`src/rtl/c4_turn_controller.sv`:
```
// Connect Four turn sequencer: cursor movement, piece drops, board-write handshake,
// win-check sequencing, player alternation and win/draw detection.
module c4_turn_controller #(
    parameter int COLS  = 7,
    parameter int ROWS  = 6,
    parameter int COL_W = 3,
    parameter int ROW_W = 3
) (
    input  logic             clk_25MHz,
    input  logic             rst,
    input  logic             move_right,
    input  logic             move_left,
    input  logic             drop_piece,
    output logic [COL_W-1:0] cursor_col,
    output logic             cur_player,
    output logic             wr_req,
    output logic [COL_W-1:0] wr_col,
    output logic [ROW_W-1:0] wr_row,
    output logic             wr_player,
    input  logic             wr_ack,
    output logic             chk_start,
    input  logic             chk_done,
    input  logic             chk_win,
    output logic             board_clr,
    output logic             game_over,
    output logic [1:0]       winner
);

    localparam logic [COL_W-1:0] LAST_COL  = COL_W'(COLS - 1);
    localparam logic [COL_W-1:0] HOME_COL  = COL_W'(COLS / 2);
    localparam logic [COL_W-1:0] COL_ONE   = COL_W'(1);
    localparam logic [ROW_W-1:0] ROW_LIMIT = ROW_W'(ROWS);
    localparam logic [ROW_W-1:0] ROW_ONE   = ROW_W'(1);
    localparam logic [5:0]       CELLS     = 6'(COLS * ROWS);
    localparam logic [5:0]       CNT_ONE   = 6'(1);

    typedef enum logic [1:0] {
        StIdle,
        StWrite,
        StCheck,
        StOver
    } state_e;

    state_e           state_q;
    logic [ROW_W-1:0] heights_q [COLS];
    logic [5:0]       move_count_q;
    logic             prev_right_q;
    logic             prev_left_q;
    logic             prev_drop_q;

    logic             right_press;
    logic             left_press;
    logic             drop_press;
    logic [ROW_W-1:0] cur_height;
    logic [COL_W-1:0] cursor_right;
    logic [COL_W-1:0] cursor_left;

    assign right_press  = move_right & ~prev_right_q;
    assign left_press   = move_left & ~prev_left_q;
    assign drop_press   = drop_piece & ~prev_drop_q;
    assign cur_height   = heights_q[cursor_col];
    assign cursor_right = (cursor_col == LAST_COL) ? '0 : cursor_col + COL_ONE;
    assign cursor_left  = (cursor_col == '0) ? LAST_COL : cursor_col - COL_ONE;

    always_ff @(posedge clk_25MHz) begin
        if (rst) begin
            state_q      <= StIdle;
            cursor_col   <= HOME_COL;
            cur_player   <= 1'b0;
            move_count_q <= '0;
            for (int i = 0; i < COLS; i++) begin
                heights_q[i] <= '0;
            end
            wr_req       <= 1'b0;
            wr_col       <= '0;
            wr_row       <= '0;
            wr_player    <= 1'b0;
            chk_start    <= 1'b0;
            board_clr    <= 1'b0;
            game_over    <= 1'b0;
            winner       <= 2'b00;
            // Buttons held through reset must be released before they count as presses.
            prev_right_q <= 1'b1;
            prev_left_q  <= 1'b1;
            prev_drop_q  <= 1'b1;
        end else begin
            prev_right_q <= move_right;
            prev_left_q  <= move_left;
            prev_drop_q  <= drop_piece;
            chk_start    <= 1'b0;
            board_clr    <= 1'b0;

            unique case (state_q)
                StIdle: begin
                    if (drop_press) begin
                        if (cur_height < ROW_LIMIT) begin
                            wr_col    <= cursor_col;
                            wr_row    <= cur_height;
                            wr_player <= cur_player;
                            wr_req    <= 1'b1;
                            state_q   <= StWrite;
                        end
                    end else if (right_press && !left_press) begin
                        cursor_col <= cursor_right;
                    end else if (left_press && !right_press) begin
                        cursor_col <= cursor_left;
                    end
                end

                StWrite: begin
                    if (wr_ack) begin
                        wr_req            <= 1'b0;
                        heights_q[wr_col] <= heights_q[wr_col] + ROW_ONE;
                        move_count_q      <= move_count_q + CNT_ONE;
                        chk_start         <= 1'b1;
                        state_q           <= StCheck;
                    end
                end

                StCheck: begin
                    // A done flag alongside our own start pulse is stale; ignore it.
                    if (chk_done && !chk_start) begin
                        if (chk_win) begin
                            winner    <= cur_player ? 2'b10 : 2'b01;
                            game_over <= 1'b1;
                            state_q   <= StOver;
                        end else if (move_count_q == CELLS) begin
                            winner    <= 2'b11;
                            game_over <= 1'b1;
                            state_q   <= StOver;
                        end else begin
                            cur_player <= ~cur_player;
                            state_q    <= StIdle;
                        end
                    end
                end

                StOver: begin
                    if (drop_press) begin
                        state_q      <= StIdle;
                        cursor_col   <= HOME_COL;
                        cur_player   <= 1'b0;
                        move_count_q <= '0;
                        for (int i = 0; i < COLS; i++) begin
                            heights_q[i] <= '0;
                        end
                        wr_req       <= 1'b0;
                        wr_col       <= '0;
                        wr_row       <= '0;
                        wr_player    <= 1'b0;
                        game_over    <= 1'b0;
                        winner       <= 2'b00;
                        board_clr    <= 1'b1;
                    end
                end

                default: state_q <= StIdle;
            endcase
        end
    end

endmodule
```
`config.mk`:
```
export PLATFORM = sky130hd
export DESIGN_NAME = c4_turn_controller
export DESIGN_NICKNAME = d
export VERILOG_FILES = /design/src/rtl/c4_turn_controller.sv
export SDC_FILE = /design/constraint.sdc
export NUM_CORES = 1
export LEC_CHECK = 0
export CAP_MARGIN = 20
export CELL_PAD_IN_SITES_DETAIL_PLACEMENT = 0
export CELL_PAD_IN_SITES_GLOBAL_PLACEMENT = 2
export CORE_MARGIN = 2
export CORE_UTILIZATION = 41
export DETAILED_ROUTE_END_ITERATION = 10
export PLACE_DENSITY_LB_ADDON = 0.1
export SETUP_SLACK_MARGIN = 0.15
export SLEW_MARGIN = 20
export SYNTH_ARGS = -nofsm -noshare
export SYNTH_HDL_FRONTEND = slang
export SYNTH_SLANG_ARGS = --single-unit
```
`constraint.sdc`:
```
create_clock -name clk_25MHz -period 6.6 [get_ports clk_25MHz]
set_input_delay 1.32 -clock clk_25MHz [delete_from_list [all_inputs] [get_ports clk_25MHz]]
set_output_delay 1.32 -clock clk_25MHz [all_outputs]
set_load 0.005 [all_outputs]
```
==> qor.csv, run 1 <==
stage;metric;value;unit
status;status;finished clean;
critical_path;arrival;3.39;ns
layout;diodes;0;
layout;drive_above_1_share;13.64;%
critical_path;end_kind;register;
sta;finClkSkew;0.009138;ns
layout;fillers;633;
placement;place_ws;2.946;ns
sta;hold_viol_final;0;
clock_tree;htree_levels;3;
critical_path;crit_fanout;20;
yosys;mappedNetlistNets;271;
power;powerDensity;265.5;nW/um2
floorplanning;io_pins;25;
placement;portBuffers;24;
power;p_leak;1.295;nW
yosys;synth-seq-area-share;49.65;%
placement;gp_congestion;0.8104;
floorplanning;num_rows;30;
critical_path;required;6.65;ns
grt;grt_max_degree;21;
route;drtIter0Drc;135;
yosys;synth-async-reset-ratio;0;%
route;wl;6.445;mm
yosys;synth_edf_count;24;
clock_tree;clkSinkCount;58;
sta;finalMaxSlewViolations;0;
clock_tree;tritoncts;built;
grt;grt.overflow.total;0;
worst_hold_path;hold_path.class;register to register;
sta;maxSlewHeadroom;45.89;%
floorplanning;die_area;7565;um2
yosys;yosys_warnings;0;
clock_tree;root_buffer;clkbuf_8;
grt;track_usage;18.74;%
placement;place_area;3115;um2
route;vias;2032;
yosys;synth-compound-area-share;10.55;%
route;vias_per_cell;5.552;
sta;fmax;0.2994;GHz
critical_path;critPathLaunchType;input port;
route;drc;0;
yosys;ys_ff_latch;58;
route;drt_pass1_iterations;4;
clock_tree;cts_resized;0;
floorplanning;die_w;86.98;um
sta;rsz0062_at_grt;no;
power;ir_drop;0.0001466;V
clock_tree;cts.reportedPaths.clkPinSlew;0.08;ns
yosys;synth-simple-area-share;18.04;%
clock_tree;insertion_delay;0.34;ns
yosys;synth_top_cell_area_share;25.53;%
route;ant_nets;0;
layout;utilization;50.07;%
sta;worst_pin_slew;0.8042;ns
yosys;synth_top_family_by_area;simple AND/OR/NAND/NOR gates;
floorplanning;start_util;42.01;%
run;cap_violations;0;
clock_tree;cts_buffers;9;
yosys;synth.most_common_cell;nor2_1;
yosys;yosys.area.top_type;edfxtp_1;
yosys;synth-adder-area-share;3.989;%
floorplanning;coreArea;6719;um2
grt;antenna_found_initial;0;
yosys;avgSynthCellArea;11.11;um2
yosys;yosys_most_used_dff;dfxtp_1;
layout;area_delta_synth_final;19.19;%
layout;nets;298;
yosys;syn_area;2823;um2
yosys;synthMuxAreaShare;13.34;%
clock_tree;hold_buffers;0;
layout;fin_area;3364;um2
floorplanning;die_y;86.98;um
sta;period_minus_slack;3.340;ns
clock_tree;cts_setup_buffers;0;
yosys;synthXorXnorAreaFrac;1.551;%
critical_path;critPathKind;input port to register;
placement;post-dp-hpwl;4.611;mm
yosys;synthTopCellsByArea;edfxtp_1 26%, dfxtp_1 24%, mux4_2 6.4%, nor2_1 5.6%, ha_1 4.0%;
route;routedWlPerCell;17.61;um
sta;worst_slack;3.260;ns
sta;totalNegativeSetupSlack;0;ns
grt;grt_first_pass_wirelength;10.48;mm
yosys;yosysUniqueCellTypes;47;
sta;setup_viol;0;
grt;grt_pass1_vias;2000;
yosys;synth_top_cells_by_count;42 x nor2_1, 34 x dfxtp_1, 24 x edfxtp_1;
sta;fin_crit_sh;50.61;%
clock_tree;clock_path_buffers;2;
yosys;syn_inst;254;
==> final cells by class <==
| type | instances | area, um2 | share of cell area, % |
|---|---|---|---|
| sequential | 58 | 1401 | 41.65 |
| multi-input combinational | 179 | 1340 | 39.83 |
| timing repair buffer | 24 | 240.2 | 7.140 |
| clock inverter | 7 | 125.1 | 3.719 |
| clock buffer | 9 | 123.9 | 3.682 |
| tap | 80 | 100.1 | 2.975 |
| inverter | 9 | 33.78 | 1.004 |
==> critical path: stages <==
cell	delay [ns]
clkdlybuf4s50_1	0.77
nor4_1	0.84
nand2_1	0.25
nand2_1	0.20
==> final timing paths <==
check	from	endpoint	slack (ns)	cells after the start
worst min register to register	wr_row[2]$_SDFFE_PP0P_	wr_row[2]$_SDFFE_PP0P_	0.47	1
worst min-delay path	wr_row[2]$_SDFFE_PP0P_	wr_row[2]$_SDFFE_PP0P_	0.47	1
worst max register to register	register	heights_q[1][2]$_SDFFCE_PN0P_	3.83	5
worst max-delay path	rst	heights_q[4][2]$_SDFFCE_PN0P_	3.26	4
==> report_power, final <==
group / internal, mW / switching (mW)
logic: 0.0381 / 0.0403
clock network: 0.255 / 0.158
registers: 0.385 / 0.0166
==> metrics by stage <==
stage / total power [mW] / hold WS (ns) / instances
final: 0.8931 / 0.4683 / 366
after global routing: 0.9279 / 0.4955 / 366
after CTS: 0.9013 / 0.4728 / 366
after detailed placement: 0.4886 / 0.4552 / 350
after global placement: 0.4887 / 0.4527 / 350
after floorplan: 0.4585 / 0.4650 / 254
==> cells in the final DEF (no fill, tap or decap), types with 2 or more instances in the layout <==
| cell | n |
|---|---|
| a21oi_1 | 12 |
| a22o_1 | 9 |
| a2bb2oi_1 | 2 |
| bufinv_16 | 3 |
| clkbuf_8 | 9 |
| clkdlybuf4s50_1 | 24 |
| clkinv_4 | 2 |
| dfxtp_1 | 34 |
| edfxtp_1 | 24 |
| ha_1 | 9 |
| inv_1 | 9 |
| inv_6 | 2 |
| mux2_2 | 5 |
| mux2i_1 | 2 |
| mux4_1 | 4 |
| mux4_2 | 8 |
| nand2_1 | 18 |
| nand2b_1 | 6 |
| nand3_1 | 6 |
| nand3b_1 | 3 |
| nand4_1 | 2 |
| nor2_1 | 42 |
| nor2b_1 | 4 |
| nor3_1 | 4 |
| nor3b_1 | 2 |
| nor4_1 | 3 |
| o21ai_0 | 6 |
| o21bai_1 | 2 |
| o31ai_1 | 2 |
| or2_2 | 5 |
| xor2_1 | 5 |
==> per-layer routing <==
metal / track usage (%) / up-vias / part of all wire (%)
met5: 0 / - / 0
met4: 9.091 / 0 / 2.3
met3: 4.171 / 14 / 4.9
met2: 26.37 / 70 / 43
met1: 27.17 / 970 / 50
li1: - / 978 / -
==> cell families (layout without fill, tap and decap cells) <==
kind of cell    Yosys count  after routing
compound gates           41             41
flops                    58             58
buf+inv                  17             49
mux                      20             20
xor+xnor                  5              5
simple gates            104            104
fa+ha+maj                 9              9
Power figures use the tool's default switching activity.
==> run 2: changes to the inputs <==
CORE_UTILIZATION = 38   (was 41)
clock period = 3.45 ns   (was 6.6 ns; I/O delays follow)
==> run 2 against run 1 <==
  * Critical path depth grew 2
  * Global-route usage shrank 1.8 points
  * Sequential share of layout area grew 0.42 points
  * Hold slack lost 0.0024 ns
  * Register-to-register slack lost 2.9 ns
  * Final cell count grew 6.3%
  * Worst setup slack lost 2.4 ns
  * First-iteration DRC count grew 30%
  * Sequential cell count is the same
  * Clock skew grew 0.0024 ns
  * Critical path type is now register to register
  * Critical endpoint unchanged
==> qor.csv, run 2 (synthesis results as in run 1) <==
stage;metric;value;unit;change
critical_path;crit_fanout;9;;-55%
run;cap_violations;0;;unchanged
sta;rsz0062_at_grt;no;;
sta;period_minus_slack;2.565;ns;
sta;totalNegativeSetupSlack;0;ns;unchanged
clock_tree;root_buffer;clkbuf_8;;
placement;gp_congestion;0.8194;;+1.1%
route;drc;0;;unchanged
placement;place_ws;0.7804;ns;-2.166 ns
power;ir_drop;0.0001870;V;+28%
grt;track_usage;16.90;%;-1.8 points
route;wl;6.444;mm;about the same
placement;portBuffers;24;;unchanged
power;internal-power;1.067;mW;+57%
grt;grt_pass1_vias;1894;;-5.3%
clock_tree;tritoncts;built;;
floorplanning;die_area;8133;um2;+7.5%
clock_tree;cts_buffers;9;;unchanged
power;p_sw;0.3783;mW;+76%
sta;worst_pin_slew;0.6284;ns;-0.1758 ns
sta;worst_slack;0.8849;ns;-2.375 ns
clock_tree;cts_setup_buffers;0;;unchanged
clock_tree;cts.reportedPaths.clkPinSlew;0.07;ns;about the same
critical_path;critPathLaunchType;register;;
layout;fin_area;3331;um2;-1.0%
route;vias_per_cell;5.242;;-5.6%
critical_path;path_cells;mux4_2, mux2_2, ha_1, xor2_1, buf_4, nor2_1;;
critical_path;cpPeakStageDelay;0.56;ns;-0.28 ns
critical_path;end_kind;register;;
sta;hold_viol_final;0;;unchanged
layout;layout_commonest_cell;nor2_1;;
grt;grt_first_pass_wirelength;10.43;mm;-0.53%
power;p_leak;1.269;nW;-2.0%
layout;regArea;1401;um2;unchanged
grt;grt_max_degree;17;;-19%
power;pwr-share-seq;53.3;%;+8.3 points
clock_tree;htree_levels;3;;unchanged
floorplanning;die_w;90.19;um;+3.7%
sta;finalMaxSlewViolations;0;;unchanged
layout;drive_above_1_share;14.14;%;+0.50 points
layout;fillers;708;;+12%
route;routedWlPerCell;16.57;um;-5.9%
floorplanning;start_util;39.13;%;-2.9 points
floorplanning;num_rows;31;;+3.3%
power;p_sw_share;26.17;%;+2.1 points
sta;setup_viol;0;;unchanged
placement;place_area;3169;um2;+1.7%
floorplanning;die_y;90.19;um;+3.7%
clock_tree;hold_buffers;0;;unchanged
sta;fmax;0.3898;GHz;
critical_path;arrival;2.65;ns;-0.74 ns
layout;area_delta_synth_final;18.00;%;
power;p_comb_share;10.5;%;+1.7 points
layout;final_cell_mix;42 x nor2_1, 34 x dfxtp_1, 24 x edfxtp_1, 24 x clkdlybuf4s50_1, 18 x nand2_1;;
floorplanning;io_pins;25;;unchanged
layout;multi_input_area;1340;um2;unchanged
placement;post-dp-hpwl;4.818;mm;+4.5%
critical_path;required;3.54;ns;-3.11 ns
grt;antenna_found_initial;0;;unchanged
sta;fin_crit_sh;74.35;%;
floorplanning;coreArea;7214;um2;+7.4%
sta;finClkSkew;0.01149;ns;+0.002355 ns
grt;grt.overflow.total;0;;unchanged
clock_tree;clkSinkCount;58;;unchanged
route;ant_nets;0;;unchanged
layout;nets;302;;+1.3%
clock_tree;clock_path_buffers;2;;unchanged
power;clockPowerShare;36.2;%;-10 points
sta;maxSlewHeadroom;57.72;%;+12 points
critical_path;crit_slowest_cell;dfxtp_1;;
route;drtIter0Drc;176;;+30%
route;vias;2039;;+0.34%
clock_tree;cts_resized;0;;unchanged
clock_tree;insertion_delay;0.34;ns;about the same
route;drt_pass1_iterations;4;;unchanged
worst_hold_path;hold_path.class;register to register;;
power;powerDensity;434.0;nW/um2;+64%
status;status;finished clean;;
critical_path;critPathKind;register to register;;
power;total_power;1.446;mW;+62%
layout;diodes;0;;unchanged
-- run 2: changes by cell type in the layout (fill, tap and decap cells not counted), sizes merged --
cell	delta
bufinv	-3
clkinv	+2
inv	-2
clkinvlp	+2
buf	+4
clkbuf	+1
-- run 2: routing by layer --
metal | track usage, % | vias to the layer above | wire [um]
met1 | 24.66 | 960 | 3085
met4 | 6.026 | 0 | 106
li1 | - | 993 | -
met2 | 23.43 | 77 | 2746
met5 | 0 | - | 0
met3 | 5.448 | 9 | 506
-- run 2: power by group through the flow --
| stage | combinational [mW] | sequential [mW] | clock (mW) |
|---|---|---|---|
| floorplan | 0.109 | 0.768 | 0 |
| global placement | 0.153 | 0.786 | 0 |
| detailed placement | 0.152 | 0.785 | 0 |
| CTS | 0.154 | 0.770 | 0.544 |
| global route | 0.168 | 0.774 | 0.576 |
| finish | 0.152 | 0.770 | 0.524 |
-- run 2: path summary, 6_finish.rpt --
kind                                from                             to  slack, ns  cells past startpoint
setup / recovery                register  heights_q[4][2]$_SDFFCE_PN0P_       0.88                      6
hold reg to reg   wr_row[2]$_SDFFE_PP0P_         wr_row[2]$_SDFFE_PP0P_       0.47                      1
setup reg to reg                register  heights_q[4][2]$_SDFFCE_PN0P_       0.88                      6
hold / removal    wr_row[2]$_SDFFE_PP0P_         wr_row[2]$_SDFFE_PP0P_       0.47                      1
-- run 2: worst max-delay path: cells and delay by family, from the launching register on --
kind,cells,cell delay [ns]
xor+xnor,1,0.35
fa+ha+maj,1,0.22
buf+inv,1,0.21
flops,1,0.56
mux,2,0.92
simple gates,1,0.05
-- run 2: metrics by stage --
step / hold slack, ns / cells / utilization, %
floorplan: 0.4650 / 254 / -
global placement: 0.4514 / 373 / 43.93
detailed placement: 0.4586 / 373 / 43.93
CTS: 0.4743 / 389 / 46.17
global route: 0.4901 / 389 / 46.17
finish: 0.4659 / 389 / 46.17
-- run 2: cell type report --
cell class / instances / area share (%)
inverters: 9 / 1.014
well taps: 99 / 3.719
clock inverters: 6 / 1.014
multi-input cells: 179 / 40.23
flip-flops and latches: 58 / 42.07
clock buffers: 10 / 3.832
repair buffers: 28 / 8.114
==> run 3: changes to the inputs <==
clock period = 2.4 ns   (was 3.45 ns; I/O delays follow)
==> run 3 against run 2 <==
  * Combinational power is 53% higher
  * Sequential share of layout area is 1.2 points lower
  * Critical endpoint is now heights_q[6][1]$_SDFFCE_PN0P_
  * Global-route usage is 0.18 points higher
  * Critical path type unchanged
  * Via count is 0.64% lower
  * Final cell count is 2.1% higher
  * Worst setup slack worse by 0.60 ns
  * Total power is 56% higher
  * Clock power is 75% higher
  * Clock skew is 0.0022 ns lower
  * Register-to-register slack worse by 0.60 ns
  * Sequential cell count stayed put
  * Largest cell class unchanged
==> qor.csv, run 3 (synthesis results as in run 1) <==
stage;metric;value;unit;change
layout;fillers;703;;-0.71%
clock_tree;clkSinkCount;58;;unchanged
status;status;finished clean;;
floorplanning;start_util;39.13;%;unchanged
placement;gp_congestion;0.8115;;-0.96%
layout;drive_above_1_share;17.45;%;+3.3 points
clock_tree;insertion_delay;0.34;ns;about the same
clock_tree;clock_path_buffers;2;;unchanged
grt;grt.overflow.total;0;;unchanged
floorplanning;die_y;90.19;um;unchanged
layout;fin_area;3432;um2;+3.0%
sta;rsz0062_at_grt;no;;
grt;grt_max_degree;16;;-1
floorplanning;coreArea;7214;um2;unchanged
sta;finClkSkew;0.009292;ns;-0.002200 ns
critical_path;crit_fanout;7;;-2
critical_path;end_kind;register;;
sta;hold_viol_final;0;;unchanged
layout;layout_commonest_cell;nor2_1;;
clock_tree;root_buffer;clkbuf_8;;
clock_tree;tritoncts;built;;
sta;maxSlewHeadroom;63.17;%;+5.5 points
sta;setup_viol;0;;unchanged
clock_tree;cts_buffers;9;;unchanged
worst_hold_path;hold_path.class;register to register;;
grt;grt_pass1_vias;1991;;+5.1%
layout;nets;310;;+2.6%
clock_tree;hold_buffers;0;;unchanged
layout;area_delta_synth_final;21.59;%;
route;wl;6.562;mm;+1.8%
power;powerDensity;656.7;nW/um2;+51%
floorplanning;die_w;90.19;um;unchanged
layout;utilization;47.57;%;+1.4 points
grt;track_usage;17.08;%;+0.18 points
sta;fmax;0.4720;GHz;+21%
critical_path;critPathLaunchType;register;;
sta;worst_pin_slew;0.5504;ns;-0.07799 ns
critical_path;arrival;2.20;ns;-0.45 ns
grt;grt_first_pass_wirelength;10.59;mm;+1.6%
clock_tree;cts.reportedPaths.clkPinSlew;0.08;ns;about the same
layout;final_cell_mix;42 x nor2_1, 33 x dfxtp_1, 24 x edfxtp_1, 24 x clkdlybuf4s50_1, 18 x nand2_1;;
sta;period_minus_slack;2.119;ns;-0.4463 ns
clock_tree;htree_levels;3;;unchanged
route;drtIter0Drc;133;;-24%
route;vias;2026;;-0.64%
placement;place_area;3229;um2;+1.9%
placement;portBuffers;24;;unchanged
floorplanning;die_area;8133;um2;unchanged
floorplanning;num_rows;31;;unchanged
layout;diodes;0;;unchanged
floorplanning;io_pins;25;;unchanged
route;vias_per_cell;5.103;;-2.6%
route;drt_pass1_iterations;4;;unchanged
grt;antenna_found_initial;0;;unchanged
route;routedWlPerCell;16.53;um;-0.22%
critical_path;critPathKind;register to register;;
sta;fin_crit_sh;88.28;%;+14 points
route;drc;0;;unchanged
sta;finalMaxSlewViolations;0;;unchanged
placement;post-dp-hpwl;4.857;mm;+0.82%
critical_path;required;2.48;ns;-1.06 ns
sta;totalNegativeSetupSlack;0;ns;unchanged
run;cap_violations;0;;unchanged
power;ir_drop;0.0003074;V;+64%
route;ant_nets;0;;unchanged
power;p_leak;1.319;nW;+3.9%
-- run 3: report_power, final --
group	switching [mW]	internal, mW	total, mW
combinational	0.114	0.119	0.232
sequential	0.0467	1.06	1.11
clock	0.431	0.484	0.915
total	0.592	1.66	2.25
-- run 3: final cells by class --
type | instances | area, um2 | share of cell area (%)
clock buffers | 9 | 123.9 | 3.609
clock inverters | 7 | 77.57 | 2.260
inverters | 9 | 33.78 | 0.9843
multi-input cells | 179 | 1340 | 39.04
flip-flops and latches | 58 | 1403 | 40.87
well taps | 99 | 123.9 | 3.609
repair buffers | 36 | 330.3 | 9.625
-- run 3: critical path, stage by stage (launching register included) --
cell	delay [ns]
dfxtp_2	0.44
mux4_2	0.53
mux2_2	0.28
ha_1	0.31
inv_1	0.22
nor2_1	0.09
-- run 3: final timing paths --
path	startpoint	to	slack, ns	cells after the start
worst max register to register	register	heights_q[6][1]$_SDFFCE_PN0P_	0.28	5
worst min register to register	wr_row[2]$_SDFFE_PP0P_	wr_row[2]$_SDFFE_PP0P_	0.47	1
worst min-delay path	wr_row[2]$_SDFFE_PP0P_	wr_row[2]$_SDFFE_PP0P_	0.47	1
worst max-delay path	register	heights_q[6][1]$_SDFFCE_PN0P_	0.28	5
-- run 3: per-stage QoR --
stage	cells	hold slack [ns]	worst slack (ns)	power, mW
global route	397	0.5005	0.2248	2.333
floorplan	254	0.4650	0.1635	1.261
global placement	381	0.4503	0.1575	1.362
finish	397	0.4686	0.2812	2.254
detailed placement	381	0.4554	0.1406	1.362
CTS	397	0.4728	0.1529	2.268
-- run 3: routing by layer --
metal,wire length [um],share of wire (%),global-route usage [%]
met1,3394,52,24.32
met5,0,0,0
met4,77,1.2,7.308
met3,220,3.4,3.772
met2,2870,44,25.06
-- run 3: timing repair --
action	4_1_cts	5_1_grt
gates resized for setup	0	1
endpoints found under the setup margin	0	15
setup buffers	0	0
